### config.mk
export PLATFORM = sky130hd
export DESIGN_NAME = serial_adder_ctrl
export DESIGN_NICKNAME = d
export VERILOG_FILES = /design/src/rtl/serial_adder_ctrl_pkg.sv /design/src/rtl/serial_adder_ctrl_carry_ff.sv /design/src/rtl/serial_adder_ctrl.sv
export SDC_FILE = /design/constraint.sdc
export NUM_CORES = 1
export LEC_CHECK = 0
export BUFFER_PORTS_ARGS = -buffer_cell sky130_fd_sc_hd__clkbuf_2
export CAP_MARGIN = 30
export CORE_AREA = 2 2 78 80
export DETAILED_ROUTE_END_ITERATION = 7
export DIE_AREA = 0 0 80 82
export GPL_ROUTABILITY_DRIVEN = 0
export REMOVE_ABC_BUFFERS = 1
export SLEW_MARGIN = 40
export SYNTH_ARGS = -nofsm -noshare
export SYNTH_HDL_FRONTEND = slang
export SYNTH_SLANG_ARGS = --single-unit
### constraint.sdc
create_clock -name clk -period 3.75 [get_ports clk]
set_input_delay 0.1875 -clock clk [delete_from_list [all_inputs] [get_ports clk]]
set_output_delay 0.1875 -clock clk [all_outputs]
set_load 0.01 [all_outputs]
### src/rtl/serial_adder_ctrl_pkg.sv
// Shared types and constants for the bit-serial adder controller.
// Holds the FSM state encoding, default operand width and the carry majority helper.
package serial_adder_ctrl_pkg;

  typedef enum logic [1:0] {
    IDLE = 2'd0,
    RUN  = 2'd1,
    DONE = 2'd2
  } state_t;

  localparam int SA_WIDTH = 8;
  localparam int SA_CNT_W = $clog2(SA_WIDTH);

  function automatic logic majority(input logic x, input logic y, input logic z);
    return (x & y) | (x & z) | (y & z);
  endfunction

endpackage

### src/rtl/serial_adder_ctrl_carry_ff.sv
// Single-bit carry storage for the serial adder: async active-low clear,
// loads i_d when i_load is high, otherwise holds.
module carry_ff (
  input  logic clk,
  input  logic rst,
  input  logic i_load,
  input  logic i_d,
  output logic o_q
);

  logic r_q;

  // carry flop with load enable
  always_ff @(posedge clk or negedge rst) begin
    if (!rst) begin
      r_q <= 1'b0;
    end else if (i_load) begin
      r_q <= i_d;
    end else begin
      r_q <= r_q;
    end
  end

  assign o_q = r_q;

endmodule

### src/rtl/serial_adder_ctrl.sv
// Bit-serial adder: captures a, b, cin on start and adds one bit per cycle,
// LSB first, publishing sum/cout on the final bit and pulsing done once.
module serial_adder_ctrl
  import serial_adder_ctrl_pkg::*;
#(
  parameter int WIDTH = SA_WIDTH
) (
  input  logic             clk,
  input  logic             rst,
  input  logic             start,
  input  logic [WIDTH-1:0] a,
  input  logic [WIDTH-1:0] b,
  input  logic             cin,
  output logic             busy,
  output logic             done,
  output logic [WIDTH-1:0] sum,
  output logic             cout
);

  localparam int CW = $clog2(WIDTH);

  state_t           r_state;
  state_t           w_state_nxt;
  logic [WIDTH-1:0] r_a_sr;
  logic [WIDTH-1:0] r_b_sr;
  logic [WIDTH-1:0] r_sum_sr;
  logic [WIDTH-1:0] r_sum;
  logic [CW-1:0]    r_cnt;
  logic             r_cout;
  logic             r_busy;
  logic             r_done;
  logic             w_carry;
  logic             w_s;
  logic             w_maj;
  logic             w_accept;
  logic             w_last;
  logic             w_carry_ld;
  logic             w_carry_d;
  logic             w_busy_d;
  logic             w_done_d;

  // per-bit full-adder terms and carry flop load control
  always_comb begin
    w_accept   = (r_state == IDLE) && start;
    w_s        = r_a_sr[0] ^ r_b_sr[0] ^ w_carry;
    w_maj      = majority(r_a_sr[0], r_b_sr[0], w_carry);
    w_last     = (r_cnt == CW'(WIDTH - 1));
    w_carry_ld = w_accept || (r_state == RUN);
    if (w_accept) begin
      w_carry_d = cin;
    end else begin
      w_carry_d = w_maj;
    end
  end

  carry_ff u_carry_ff (
    .clk    (clk),
    .rst    (rst),
    .i_load (w_carry_ld),
    .i_d    (w_carry_d),
    .o_q    (w_carry)
  );

  // state register
  always_ff @(posedge clk or negedge rst) begin
    if (!rst) begin
      r_state <= IDLE;
    end else begin
      r_state <= w_state_nxt;
    end
  end

  // next-state logic
  always_comb begin
    w_state_nxt = r_state;
    case (r_state)
      IDLE: begin
        if (start) begin
          w_state_nxt = RUN;
        end else begin
          w_state_nxt = IDLE;
        end
      end
      RUN: begin
        if (w_last) begin
          w_state_nxt = DONE;
        end else begin
          w_state_nxt = RUN;
        end
      end
      DONE:    w_state_nxt = IDLE;
      default: w_state_nxt = IDLE;
    endcase
  end

  // status outputs are decoded from the next state so they register in step with it
  always_comb begin
    w_busy_d = 1'b0;
    w_done_d = 1'b0;
    case (w_state_nxt)
      RUN:     w_busy_d = 1'b1;
      DONE:    w_done_d = 1'b1;
      default: begin
        w_busy_d = 1'b0;
        w_done_d = 1'b0;
      end
    endcase
  end

  // registered status outputs
  always_ff @(posedge clk or negedge rst) begin
    if (!rst) begin
      r_busy <= 1'b0;
      r_done <= 1'b0;
    end else begin
      r_busy <= w_busy_d;
      r_done <= w_done_d;
    end
  end

  // operand/sum shift registers, bit counter and result registers
  always_ff @(posedge clk or negedge rst) begin
    if (!rst) begin
      r_a_sr   <= '0;
      r_b_sr   <= '0;
      r_sum_sr <= '0;
      r_cnt    <= '0;
      r_sum    <= '0;
      r_cout   <= 1'b0;
    end else begin
      case (r_state)
        IDLE: begin
          if (start) begin
            r_a_sr <= a;
            r_b_sr <= b;
            r_cnt  <= '0;
          end
        end
        RUN: begin
          r_a_sr   <= {1'b0, r_a_sr[WIDTH-1:1]};
          r_b_sr   <= {1'b0, r_b_sr[WIDTH-1:1]};
          r_sum_sr <= {w_s, r_sum_sr[WIDTH-1:1]};
          r_cnt    <= r_cnt + CW'(1);
          // result is published straight from the shift path, not one cycle later
          if (w_last) begin
            r_sum  <= {w_s, r_sum_sr[WIDTH-1:1]};
            r_cout <= w_maj;
          end
        end
        default: begin
          r_cnt <= r_cnt;
        end
      endcase
    end
  end

  assign busy = r_busy;
  assign done = r_done;
  assign sum  = r_sum;
  assign cout = r_cout;

endmodule

==> summary.txt <==
GRT
  • Initial antenna violation count: 0
  • GRT Total Usage: 11.8%
  • Number of global-route vias before repair: 1,294
  • First-pass GRT wire length: 6040 um
  • Grt total ovfl: 0
  • Largest net degree at the start of global routing: 41

Timing
  • Slew Limit Headroom: 58.0%
  • Final Hold Viols: 0
  • Fin. max-slew vios: 0
  • Final Critical Period: 1.64 ns
  • Setup TNS: 0 ns
  • Final WS setup: 2.11 ns
  • Fin Clk Skew: 0.00850 ns
  • Worst slew pin tran: 0.630 ns
  • Setup violators final: 0
  • Fmax achieved: 610 MHz
  • Tcrit/Tclk final: 43.7%
  • Worst hold slack: 0.108 ns
  • Unrepaired setup endpoints after global routing: false

Final layout
  • Most common cell after layout, fill and taps aside: dfrtp_1
  • Ant diodes: 0
  • Nets: 197
  • Area Overhead vs Synth: 13.4%
  • Layout cells sized above 1: 35.4%
  • Most frequent cells in the layout: dfrtp_1, clkbuf_2, inv_1

Synth
  • Synthesized cell area: 1930 um^2
  • Gate Count Post-Synth: 148
  • Mapped Avg Cell Area: 13.0 um^2
  • Syn. warnings: 0
  • Yosys cell types: 23
  • Synth Register Bits: 40
  • Register area share after synthesis: 51.9%

Clocking
  • Clock buffer depth: 2
  • # clock sinks: 40
  • Clock latency on the worst-skew pair: 0.29 ns
  • CTS buffer count: 5
  • Clk slew on worst S/H paths: 0.08 ns
  • H-tree level count: 2
  • CTS tree: built
  • Post-CTS sizing: 0
  • CTS root buffer: clkbuf_8

Critical path
  • Critical Path Fanout Max: 22
  • Crit Path Class: flip-flop to flip-flop
  • Register-to-register setup slack: 2.11 ns
  • Crit Reg-Reg Endpoint: r_sum_sr[7]
  • Arr. time, crit path: 1.82 ns
  • Launching point of the worst reg2reg path: r_state[1]
  • Worst path required time: 3.93 ns
  • CP startpoint kind: flip-flop
  • Worst setup EP type: flip-flop
  • R2R depth: 3

Drt
  • Pre-antenna DRT Iters: 4
  • Final ANT Viol Nets: 0
  • 1st-iter DRT viols: 82
  • Via-per-instance ratio: 4.83
  • Routed length per instance: 13.7 um
  • Final wirelength: 3420 um
  • DRC violation count after routing: 0
  • Vias post-DR: 1,207

Min path
  • Hold Path Class: primary input to flip-flop
  • Worst hold endpoint: r_b_sr[7]
  • Min-delay src: b[7]
  • Hold Path Depth: 2

Floorplan
  • I/O pins: 31
  • Initial Utilization: 33.5%
  • Die ar.: 6560 um^2
  • Cell Rows: 28
  • Die Y: 82 um
  • Core Box Area: 5750 um^2
  • Die W: 80 um

Placed design
  • Post-place setup slack: 2.11 ns
  • IO buf count: 30
  • Post-DP HPWL: 2170 um

Pwr
  • Leak: 1.01 nW
  • Cell Pwr Density: 791 nW/um^2
  • Total power: 1.73 mW
  • Worst IR Drop VDD: 0.274 mV

Run status
  • Outcome: completed

Job
  • Max Cap Viol: 0
## synthesized netlist by cell type, drive strengths merged
master,instances,share of area (%)
nand3b,1,1.0
a22o,4,1.8
a221oi,1,0.78
a21oi,2,0.52
ha,2,1.3
fa,1,1.0
nor4b,15,7.1
and2b,1,0.39
inv,18,3.5
a211oi,14,5.5
mux2,17,11
buf,11,4.9
clkbuf,2,0.45
o21bai,1,0.97
nand2b,3,1.4
dfrtp,40,52
nor3b,15,5.8
## sequential cells by signal, summed over array words and instances, names as in the netlist
signal          count
r_a_sr              8
cout                1
r_b_sr              8
done                1
u_carry_ff.o_q      1
r_state             2
busy                1
r_cnt               3
sum                 8
r_sum_sr            7
## worst max-delay path: stages (launching register included)
cell and delay (ns):
dfrtp_1 0.63, buf_4 0.33, and2b_1 0.27, mux2_2 0.28
## worst max-delay path by stage
stage	cells past startpoint	slack, ns	to	start
floorplan	2	2.06	sum[0]	r_state[1]
global placement	2	1.79	sum[1]	r_state[0]
detailed placement	3	2.11	r_sum_sr[7]	r_state[1]
CTS	3	2.09	r_sum_sr[7]	r_state[1]
global route	3	1.95	u_carry_ff.o_q	r_state[1]
finish	3	2.11	r_sum_sr[7]	r_state[1]
## kinds of logic after synthesis
group,share of synthesized area [%]
flops,51.9
simple gates,15.8
buf+inv,8.90
compound gates,9.55
mux,11.5
fa+ha+maj,2.34
## final cells by class
type / count / area [um^2]
clock buffers: 6 / 82.6
fillers: 583 / 3560
multi-input cells: 77 / 754
repair buffers: 32 / 170
inverters: 18 / 67.6
well taps: 75 / 93.8
flip-flops and latches: 40 / 1000
clock inverters: 2 / 15.0
## through the flow
step	util, %	area [um^2]	instances
global route	38.0	2190	250
detailed placement	36.2	2080	241
global placement	36.1	2070	241
finish	38.0	2190	250
CTS	38.0	2190	250
floorplan	-	1820	135
## where the power goes
part	total (mW)	internal [mW]	switching [mW]
Combinational	0.621	0.358	0.263
Clock	0.300	0.149	0.151
Sequential	0.807	0.637	0.170
Total	1.73	1.14	0.584
## metal layers
metal	global-route usage (%)	part of all wire (%)	vias to the layer above
met5	0	0	-
met1	15.5	49	593
li1	-	-	575
met2	18.4	45	32
met4	4.75	1.8	0
met3	3.30	4.4	7
## timing repair
item                      in CTS  in global routing
hold endpoints to repair      40                  0
hold buffers                   1                  0
buffers inserted               0                  0
(Power assumes the default switching activity.)
